### config.mk
export PLATFORM = sky130hd
export DESIGN_NAME = instr_encoder_loader
export DESIGN_NICKNAME = d
export VERILOG_FILES = /design/src/rtl/instr_encoder_loader.sv
export SDC_FILE = /design/constraint.sdc
export NUM_CORES = 1
export LEC_CHECK = 0
export ABC_AREA = 1
export BUFFER_PORTS_ARGS = -buffer_cell sky130_fd_sc_hd__buf_4
export CELL_PAD_IN_SITES_DETAIL_PLACEMENT = 1
export CELL_PAD_IN_SITES_GLOBAL_PLACEMENT = 1
export CORE_ASPECT_RATIO = 0.5
export CORE_MARGIN = 5
export CORE_UTILIZATION = 30
export DETAILED_ROUTE_END_ITERATION = 10
export GPL_ROUTABILITY_DRIVEN = 0
export PLACE_DENSITY_LB_ADDON = 0.12
export SYNTH_ARGS = -nofsm -noshare
export SYNTH_HDL_FRONTEND = slang
export SYNTH_SLANG_ARGS = --single-unit
export TNS_END_PERCENT = 100
### constraint.sdc
create_clock -name clk -period 1.41 [get_ports clk]
set_input_delay 0.282 -clock clk [delete_from_list [all_inputs] [get_ports clk]]
set_output_delay 0.282 -clock clk [all_outputs]
set_load 0.01 [all_outputs]
### src/rtl/instr_encoder_loader.sv
// RV32I instruction encoder and imem loader: packs decoded operations into
// 32-bit words and writes them to consecutive word addresses over req/ack.
module instr_encoder_loader #(
  parameter int DEPTH   = 256,
  parameter int AW      = 8,
  parameter int TIMEOUT = 15
) (
  input  logic                clk,
  input  logic                rst_n,
  input  logic                clear,
  input  logic                in_valid,
  output logic                in_ready,
  input  logic [2:0]          in_class,
  input  logic [2:0]          in_funct3,
  input  logic                in_alt,
  input  logic [4:0]          in_rd,
  input  logic [4:0]          in_rs1,
  input  logic [4:0]          in_rs2,
  input  logic signed [20:0]  in_imm,
  output logic                imem_we,
  output logic [AW-1:0]       imem_addr,
  output logic [31:0]         imem_wdata,
  input  logic                imem_ack,
  output logic [AW:0]         count,
  output logic                full,
  output logic                err
);

  localparam int WW = (TIMEOUT < 2) ? 1 : $clog2(TIMEOUT);
  localparam logic [WW-1:0] TMO_LAST = WW'(TIMEOUT - 1);
  localparam logic [AW:0]   DEPTH_C  = (AW + 1)'(DEPTH);

  localparam logic [6:0] OP_R    = 7'b0110011;
  localparam logic [6:0] OP_I    = 7'b0010011;
  localparam logic [6:0] OP_LW   = 7'b0000011;
  localparam logic [6:0] OP_SW   = 7'b0100011;
  localparam logic [6:0] OP_BEQ  = 7'b1100011;
  localparam logic [6:0] OP_JAL  = 7'b1101111;
  localparam logic [6:0] OP_JALR = 7'b1100111;

  typedef enum logic {IDLE, WRITE} state_t;

  state_t          state_q, state_d;
  logic [AW:0]     count_q;
  logic [WW-1:0]   wait_q;
  logic [31:0]     wdata_p1;
  logic            err_q;
  logic            load, bad, done, tmo;

  function automatic logic legal_op(input logic [2:0] cls, input logic [20:0] imm);
    logic ok;
    ok = (cls != 3'd7);
    // Branch and jump offsets are byte offsets that must be halfword aligned
    if ((cls == 3'd4 || cls == 3'd5) && imm[0])
      ok = 1'b0;
    return ok;
  endfunction

  function automatic logic [31:0] encode(
    input logic [2:0]  cls,
    input logic [2:0]  f3,
    input logic        alt,
    input logic [4:0]  rd,
    input logic [4:0]  rs1,
    input logic [4:0]  rs2,
    input logic [20:0] imm
  );
    logic [31:0] w;
    w = 32'h0;
    case (cls)
      3'd0: w = {1'b0, alt, 5'b00000, rs2, rs1, f3, rd, OP_R};
      3'd1: begin
        // Shift-immediates carry funct7 in the upper immediate bits
        if (f3 == 3'b001 || f3 == 3'b101)
          w = {1'b0, alt, 5'b00000, imm[4:0], rs1, f3, rd, OP_I};
        else
          w = {imm[11:0], rs1, f3, rd, OP_I};
      end
      3'd2: w = {imm[11:0], rs1, 3'b010, rd, OP_LW};
      3'd3: w = {imm[11:5], rs2, rs1, 3'b010, imm[4:0], OP_SW};
      3'd4: w = {imm[12], imm[10:5], rs2, rs1, 3'b000, imm[4:1], imm[11], OP_BEQ};
      3'd5: w = {imm[20], imm[10:1], imm[11], imm[19:12], rd, OP_JAL};
      3'd6: w = {imm[11:0], rs1, 3'b000, rd, OP_JALR};
      default: w = 32'h0;
    endcase
    return w;
  endfunction

  assign full       = (count_q == DEPTH_C);
  assign count      = count_q;
  assign imem_addr  = count_q[AW-1:0];
  assign imem_wdata = wdata_p1;
  assign err        = err_q;

  always_comb begin
    state_d  = state_q;
    in_ready = 1'b0;
    imem_we  = 1'b0;
    load     = 1'b0;
    bad      = 1'b0;
    done     = 1'b0;
    tmo      = 1'b0;
    case (state_q)
      IDLE: begin
        in_ready = rst_n & ~full & ~clear;
        if (in_valid && in_ready) begin
          if (legal_op(in_class, in_imm)) begin
            load    = 1'b1;
            state_d = WRITE;
          end else begin
            bad = 1'b1;
          end
        end
      end
      WRITE: begin
        imem_we = 1'b1;
        if (imem_ack) begin
          done    = 1'b1;
          state_d = IDLE;
        end else if (wait_q == TMO_LAST) begin
          tmo     = 1'b1;
          state_d = IDLE;
        end
      end
      default: state_d = IDLE;
    endcase
  end

  // Stage p1: encoded word and write-port control registers
  always_ff @(posedge clk or negedge rst_n) begin
    if (!rst_n) begin
      state_q  <= IDLE;
      count_q  <= '0;
      wait_q   <= '0;
      wdata_p1 <= 32'h0;
      err_q    <= 1'b0;
    end else begin
      state_q <= state_d;
      err_q   <= bad | tmo;
      if (load) begin
        wdata_p1 <= encode(in_class, in_funct3, in_alt, in_rd, in_rs1, in_rs2, in_imm);
        wait_q   <= '0;
      end else if (state_q == WRITE && !imem_ack && !tmo) begin
        wait_q <= wait_q + 1'b1;
      end
      if (done)
        count_q <= count_q + 1'b1;
      else if (state_q == IDLE && clear)
        count_q <= '0;
    end
  end

endmodule

# After elaboration in Yosys (flattened, before gate mapping)
# Index checks and enable logic that the tools add are counted.
[word_totals] ff_bits=47 latch_bits=0 ramBits=0 romBits=0 input_bits=48 mem_count=0
[op_classes] add_sub_neg=2 multipliers=0 div_mod_pow=0 order_cmp=0 eq_ne=11 shift=0 mux=25 bitwise_logic=6 n_reduce_logical=12
[ops] operator="case mux 32 bit (7 select lines)" n=1
[ops] operator="2-to-1 mux 32 bit" n=1
[ops] operator="2-to-1 mux 1 bit" n=18
[ops] operator="2-to-1 mux 9 bit" n=2
[ops] operator="== test 3 bit (second input constant)" n=4
[ops] operator="adder 9 x 1 -> 9 bit (second input constant)" n=1
[ops] operator="== test 9 bit (second input constant)" n=1
[ops] operator="2-to-1 mux 4 bit" n=2
[ops] operator="== test 3 x 1 -> 1 bit (second input constant)" n=2
[ops] operator="== test 3 x 2 -> 1 bit (second input constant)" n=2
[ops] operator="logical AND 1 bit" n=5
[ops] operator="adder 4 x 1 -> 4 bit (second input constant)" n=1
[ops] operator="== test 4 bit (second input constant)" n=1
[ops] operator="nonzero test 2 bit" n=2
[ops] operator="zero test 3 bit" n=1
[ops] operator="!= test 3 bit (second input constant)" n=1
[ops] operator="NOT 1 bit" n=3
[ops] operator="AND 1 bit" n=2
[ops] operator="zero test 1 bit" n=2
[ops] operator="logical OR 1 bit" n=2
[ops] operator="case mux 1 bit (2 select lines)" n=1
[ops] operator="bitwise OR 1 bit" n=1

# Longest topological paths before layout
# Gate-level depths: netlist of the first run.
[logic_depth] word_depth=11 depth_mapped=11

# Least setup slack after synthesis of the first run
# Ideal clock, no wire load.
[synth_timing] path_type="flip-flop to flip-flop" from="register count_q[0], in the netlist count[0]" to="register wdata_p1[3], in the netlist imem_wdata[3]" setup_time_ns=0.118 arrival_ns=1.379 required_time_ns=1.292 path_slack_ns=-0.087 path_stages_with_launch=12 cell_sequence="dfrtp_1 -> inv_1 -> ha_1 -> nand2_1 -> inv_1 -> nand2_1 -> nor2_2 -> nor2_4 -> nand2_4 -> buf_6 -> nand2_1 -> nand2_1"
[synth_via] elab_chain_cells=7
[synth_lines] element="from (decl)" line_no="44" rtl="logic [AW:0] count_q;"
[synth_lines] element="from (signal assigned)" line_no="147" rtl="count_q <= count_q + 1'b1;"
[synth_lines] element="== test 9 bit" line_no="89" rtl="assign full = (count_q == DEPTH_C);"
[synth_lines] element="net full" line_no="25" rtl="output logic full,"
[synth_lines] element="NOT 1 bit" line_no="105" rtl="in_ready = rst_n & ~full & ~clear;"
[synth_lines] element="AND 1 bit (2 in series)" line_no="105"
[synth_lines] element="logical AND 1 bit" line_no="106" rtl="if (in_valid && in_ready) begin"
[synth_lines] element="2-to-1 mux 1 bit" line_no="106"
[synth_lines] element="2-to-1 mux 1 bit" line_no="103" rtl="case (state_q)"
[synth_lines] element="to (signal assigned)" line_no="141" rtl="wdata_p1 <= encode(in_class, in_funct3, in_alt, in_rd, in_rs1, in_rs2, in_imm);"
[synth_lines] element="to (decl)" line_no="46" rtl="logic [31:0] wdata_p1;"
# The timed path passes the listed nets, and every way through them passes these cells.
# A chain may end at the register's enable or synchronous reset.

# Final worst setup path of the first run
[layout_timing] from="register count_q[0], in the netlist count[0]" to="register wdata_p1[31], in the netlist imem_wdata[31]"
[layout_via] elab_chain_cells=7
[layout_lines] element="== test 9 bit" line_no="89"
[layout_lines] element="NOT 1 bit" line_no="105"
[layout_lines] element="AND 1 bit (2 in series)" line_no="105"
[layout_lines] element="logical AND 1 bit" line_no="106"
[layout_lines] element="2-to-1 mux 1 bit" line_no="106"
[layout_lines] element="2-to-1 mux 1 bit" line_no="103"
# Every way passes these cells.

==> results.cfg, run 1 <==
[layout]
most-common-layout-cells = nand2_1 (158), buf_4 (124), dfrtp_1 (45)
n_antenna_cell = 0
final_nets = 563
layoutNonFillerInstCount = 629
syn_to_final_growth_pct = 59.51
layout_commonest_cell = nand2_1
design_area_um2 = 4229
drive_gt1_frac = 0.4160

[sta]
min_period_over_period = 1.202
fmax_ghz = 0.5901
finalClockSkew_ns = 0.003118
hold_ws_ns = 0.1422
setup_violations = 38
worst_slew_pin_slew_ns = 0.6404
period_needed_ns = 1.695
finalMaxSlewViolations = 0
hold_viol = 0
rsz0062_at_grt = yes
setup_slack_ns = -0.2846
max-slew-margin-rel = 0.5731

[floorplanning]
die-area_um2 = 10930
pin_count = 101
die-height_um = 76.48
core_um2 = 8648
start_util = 0.3066
rows = 24
die_w_um = 143.0

[synth]
synth_top_area_cell = dfrtp_1
syn-cell-area_um2 = 2651
yosysTopAreaCellShare = 0.4342
netlist_instances = 380
avgSynthCellArea_um2 = 6.977
ys_seq_area_frac = 0.4342
yosys-top-cells-area = dfrtp_1 (43%), nand2_1 (28%), inv_1 (4.2%), nand3_1 (4.2%), buf_6 (3.4%)
syn_nets = 432
ys_ff_latch = 46
yosys_warnings = 0
ys_types = 24

[worst_setup_path]
critPathKind = reg2reg
crit_path_end_kind = register
cp.arrival_ns = 1.88
start_kind = register
crit_fanout = 6
required_ns = 1.59

[clock_tree]
cts_made_buffers = 5
htreeDepth = 2
clkLatencyLatePin_ns = 0.29
cts-root-buf = clkbuf_16
clk_pin_slew_ns = 0.07
cts_tree = done
numClockSinks = 46
cts_buffer_depth = 2
holdBufCountCts = 0

[power]
switching_power_mw = 1.272
combPwrFrac = 0.286
internal-power_mw = 2.966
pwr-share-clk = 0.313
ir_drop_mv = 0.4776
power.density_nw_per_um2 = 1002
p_sw_frac = 0.3002
power.share.sequential = 0.402
power_leakage_nw = 2.352

[detailed_routing]
drc_errors = 0
first_pass_iters = 4
wl_per_cell_um = 14.64
vias = 2804
first_iter_violations = 103
drtAntennaViolNets = 0
vias_per_cell = 4.458
wl_um = 9206

[global_routing]
grt_start_max_net_pins = 47
antenna_found_initial = 0
track_usage = 0.1712
grt_overflow = 0
grt_pass1_vias = 3014
grt_pass1_wl_um = 14990

[min_path]
hold_class = in2async

[run_status]
violations = negative setup slack
outcome = complete, but fails checks

[placement]
dpl-instance-area_um2 = 3645
dp_cells = 605
io_buffers = 100
dp_hpwl_um = 6512

[run]
cap_violations = 0
==> power groups by stage <==
| stage | Sequential [mW] | Clock, mW | Combinational, mW |
|---|---|---|---|
| after floorplan | 1.78 | 0 | 0.397 |
| after global placement | 1.71 | 0 | 1.08 |
| after detailed placement | 1.70 | 0 | 1.10 |
| after CTS | 1.69 | 1.36 | 1.18 |
| after global routing | 1.74 | 1.43 | 1.34 |
| final | 1.70 | 1.33 | 1.21 |
==> final cells by class <==
| class | count | area, µm² |
|---|---|---|
| Fill cell | 1088 | 4419 |
| Multi-Input combinational cell | 280 | 1375 |
| Timing Repair Buffer | 143 | 1257 |
| Sequential cell | 46 | 1152 |
| Clock buffer | 8 | 166.4 |
| Tap cell | 117 | 146.4 |
| Inverter | 35 | 131.4 |
==> through the flow <==
stage / util / worst slack [ns] / setup TNS (ns) / power [mW]
2_1_floorplan: - / -0.06143 / -1.705 / 2.176
3_3_place_gp: 0.4214 / 0.01735 / 0 / 2.784
3_5_place_dp: 0.4214 / -0.02144 / -0.3202 / 2.798
4_1_cts: 0.4729 / -0.2801 / -6.873 / 4.231
5_1_grt: 0.4890 / -0.3618 / -12.35 / 4.511
6_report: 0.4890 / -0.2846 / -9.095 / 4.238
==> sequential cells by signal (all words and copies together), names as in the netlist <==
signal	flops
count	9
err	1
state_q	1
wait_q	4
imem_wdata	31
==> logic make-up after synthesis <==
logic type | count (synthesis) | synth area share
buf+inv | 54 | 0.1128
fa+ha+maj | 4 | 0.01888
simple gates | 258 | 0.3974
xor+xnor | 1 | 0.003304
compound gates | 17 | 0.03350
flops | 46 | 0.4342
==> worst max-delay path: stages, from the launching register on <==
cell,delay [ns]
dfrtp_2,0.37
inv_2,0.06
ha_4,0.16
nand2_4,0.05
inv_2,0.03
nand2_2,0.06
nor2_4,0.04
nor2_4,0.13
buf_6,0.13
nand2_8,0.06
buf_12,0.13
buf_12,0.12
buf_12,0.13
nand2_1,0.05
nand2_1,0.05
==> per-layer routing <==
layer  track usage  wire length, µm  vias to the layer above  share of wire
met5             0                0                        -              0
met4       0.02277               49                        0         0.0053
met3       0.03950              432                        7          0.047
met2        0.2978             4543                       49           0.49
met1        0.2219             4181                     1339           0.45
li1              -                -                     1409              -
==> final timing paths <==
kind	startpoint	end	slack, ns	depth (start not counted)
max in group asynchronous	rst_n	count[0]	0.79	2
setup / recovery	count[0]	imem_wdata[31]	-0.28	14
hold / removal	rst_n	imem_wdata[12]	0.14	2
hold reg to reg	imem_wdata[3]	imem_wdata[3]	0.48	2
min in group clk	in_valid	err	0.24	3
setup reg to reg	count[0]	imem_wdata[31]	-0.28	14
==> repair_timing <==
item,4_1_cts,5_1_grt
gates resized for setup,37,31
cloned,3,1
endpoints found under the setup margin,34,41
hold endpoints to repair,0,0
buffers inserted,9,5
pin swaps,12,13
==> Yosys cell counts, drive strengths merged <==
| library cell | count |
|---|---|
| dfrtp | 46 |
| xor2 | 1 |
| nand3 | 24 |
| nor3 | 2 |
| or2 | 1 |
| o21ai | 12 |
| nand2 | 201 |
| nor2 | 25 |
| o21bai | 1 |
| inv | 34 |
| buf | 19 |
| nand4 | 5 |
| o22ai | 1 |
| ha | 4 |
| a21oi | 3 |
| clkinv | 1 |
Power figures use the tool's default switching activity.
==> inputs of run 2 (changes only) <==
- GPL_TIMING_DRIVEN: not set -> 0
==> run 2 against run 1 <==
  * The run ends with negative hold slack, negative setup slack left
  * Maximum frequency down 0.13%
  * Highest routed layer unchanged
  * Non-clock buffer count down 10
  * Sequential power about the same
  * Flip-flop and latch count unchanged
  * Register-to-register slack about the same
  * Final cell count down 1.6%
  * Final area down 4.8%
==> results.cfg, run 2 (synthesis gave the netlist of run 1 again) <==
[run_status]
outcome = complete, but fails checks
violations = negative hold slack, negative setup slack

[floorplanning]
start_util = 0.3066
core_um2 = 8648
die-area_um2 = 10930
rows = 24
die_w_um = 143.0
pin_count = 101
die-height_um = 76.48

[power]
power_leakage_nw = 2.252
ir_drop_mv = 0.6913
power.density_nw_per_um2 = 1004

[placement]
dp_slack_ns = -0.5101
dp_hpwl_um = 6330
io_buffers = 98
dpl-instance-area_um2 = 3545

[worst_setup_path]
rr_endpoint = imem_wdata[21]
crit_path_end_kind = output port
startpoint = count[0]
required_ns = 1.13
worst-path-buf-inv = 3
cp_slowest_cell = dfrtp_2
worstSetupPathDepth = 8
ff2ff_path_depth = 12
crit_fanout = 2
cp.arrival_ns = 1.41
reg2reg_slack_ns = -0.27
critPathKind = reg2out
start_kind = register
r2r_start = count[0]
cpPeakStageDelay_ns = 0.41
endpoint = in_ready
crit_family = flip-flops
crit_path_cell_trace = inv_2 -> ha_4 -> nand2_4 -> inv_2 -> nand2_2 -> nor2_4 -> nor2_4 -> buf_6

[sta]
rsz0062_at_grt = yes
finalClockSkew_ns = 0.01122
setup_slack_ns = -0.2868
period_needed_ns = 1.697
hold_viol = 46
finalMaxSlewViolations = 0
fmax_ghz = 0.5894
worst_slew_pin_slew_ns = 0.4491
hold_ws_ns = -0.08334
setup_violations = 38
min_period_over_period = 1.203
max-slew-margin-rel = 0.7006

[clock_tree]
cts-root-buf = clkbuf_16
cts_buffer_depth = 2
htreeDepth = 2
cts_tree = done
cts_made_buffers = 5
clkLatencyLatePin_ns = 0.30
numClockSinks = 46
clk_pin_slew_ns = 0.08

[detailed_routing]
vias = 2725
wl_um = 8466
drtAntennaViolNets = 0
first_pass_iters = 4
wl_per_cell_um = 13.68
drc_errors = 0
vias_per_cell = 4.402
first_iter_violations = 59

[layout]
final_nets = 553
layout_commonest_cell = nand2_1
syn_to_final_growth_pct = 51.91
design_area_um2 = 4028
most-common-layout-cells = nand2_1 (174), buf_4 (113), dfrtp_1 (45)
largest_reg_flops = 31
drive_gt1_frac = 0.3785
n_antenna_cell = 0

[run]
cap_violations = 0

[global_routing]
grt_overflow = 0
grt_pass1_vias = 2838
antenna_found_initial = 0
grt_pass1_wl_um = 13930
track_usage = 0.1583
grt_start_max_net_pins = 48

[min_path]
hold_class = in2async
==> run 2: changes by cell type in the layout (fill, tap and decap cells not counted), sizes merged <==
cell      previous run  this run
clkinv               1         2
buf                141       133
clkbuf              10         5
inv                 34        35
clkinvlp             0         1
==> run 2: power by group <==
group          internal [mW]  leakage [nW]  switching (mW)
clock network          0.667        0.0704           0.553
logic                  0.565          1.58           0.564
registers               1.54         0.598           0.157
total                   2.77          2.25            1.27
==> run 2: how the worst min path moves through the flow <==
stage | from | to | slack (ns) | cells after the start
global placement | rst_n | imem_wdata[14] | 0.35 | 1
global route | rst_n | imem_wdata[9] | -0.05 | 1
CTS | rst_n | imem_wdata[20] | -0.07 | 1
detailed placement | rst_n | imem_wdata[9] | 0.34 | 1
finish | rst_n | imem_wdata[9] | -0.08 | 1
floorplan | rst_n | count[0] | -0.01 | 0
==> run 2: layer usage <==
| metal | GRT usage | vias up | part of all wire |
|---|---|---|---|
| met3 | 0.04890 | 5 | 0.065 |
| met4 | 0.02277 | 0 | 0.0047 |
| met1 | 0.2050 | 1265 | 0.45 |
| met5 | 0 | - | 0 |
| met2 | 0.2654 | 52 | 0.48 |
| li1 | - | 1403 | - |
==> run 2: worst reg2reg max path: stages (launching register included) <==
cell     delay [ns]
dfrtp_2        0.41
inv_2          0.08
ha_4           0.15
nand2_4        0.05
buf_4          0.14
buf_6          0.11
nor2_4         0.10
nand2_2        0.08
nand2_4        0.09
nor2_4         0.07
buf_4          0.16
nand2_1        0.06
nand2_1        0.05
==> run 2: layout make-up <==
cell class	instances	area [µm²]
fill	1108	4621
inverter	35	131.4
sequential	46	1152
buffer	19	175.2
clock inverter	3	25.02
timing repair buffer	114	923.4
clock buffer	5	125.1
multi-input combinational	280	1349
tap	117	146.4
==> run 2: stage by stage <==
stage,hold WS [ns],instances,TNS (ns),power (mW),utilization
after global routing,-0.04750,619,-12.17,4.324,0.4657
after floorplan,-0.01359,380,-1.705,2.176,-
after global placement,0.3491,595,-16.39,2.731,0.4099
after detailed placement,0.3413,595,-17.00,2.761,0.4099
after CTS,-0.07248,617,-8.304,4.072,0.4559
final,-0.08334,619,-8.256,4.044,0.4657
==> run 2: repair_timing <==
action	in CTS	in global routing
resized for setup	26	32
buffers inserted	10	5
gates cloned	4	1
pin swaps	6	14
setup endpoints to repair	39	44
hold endpoints to repair	46	46
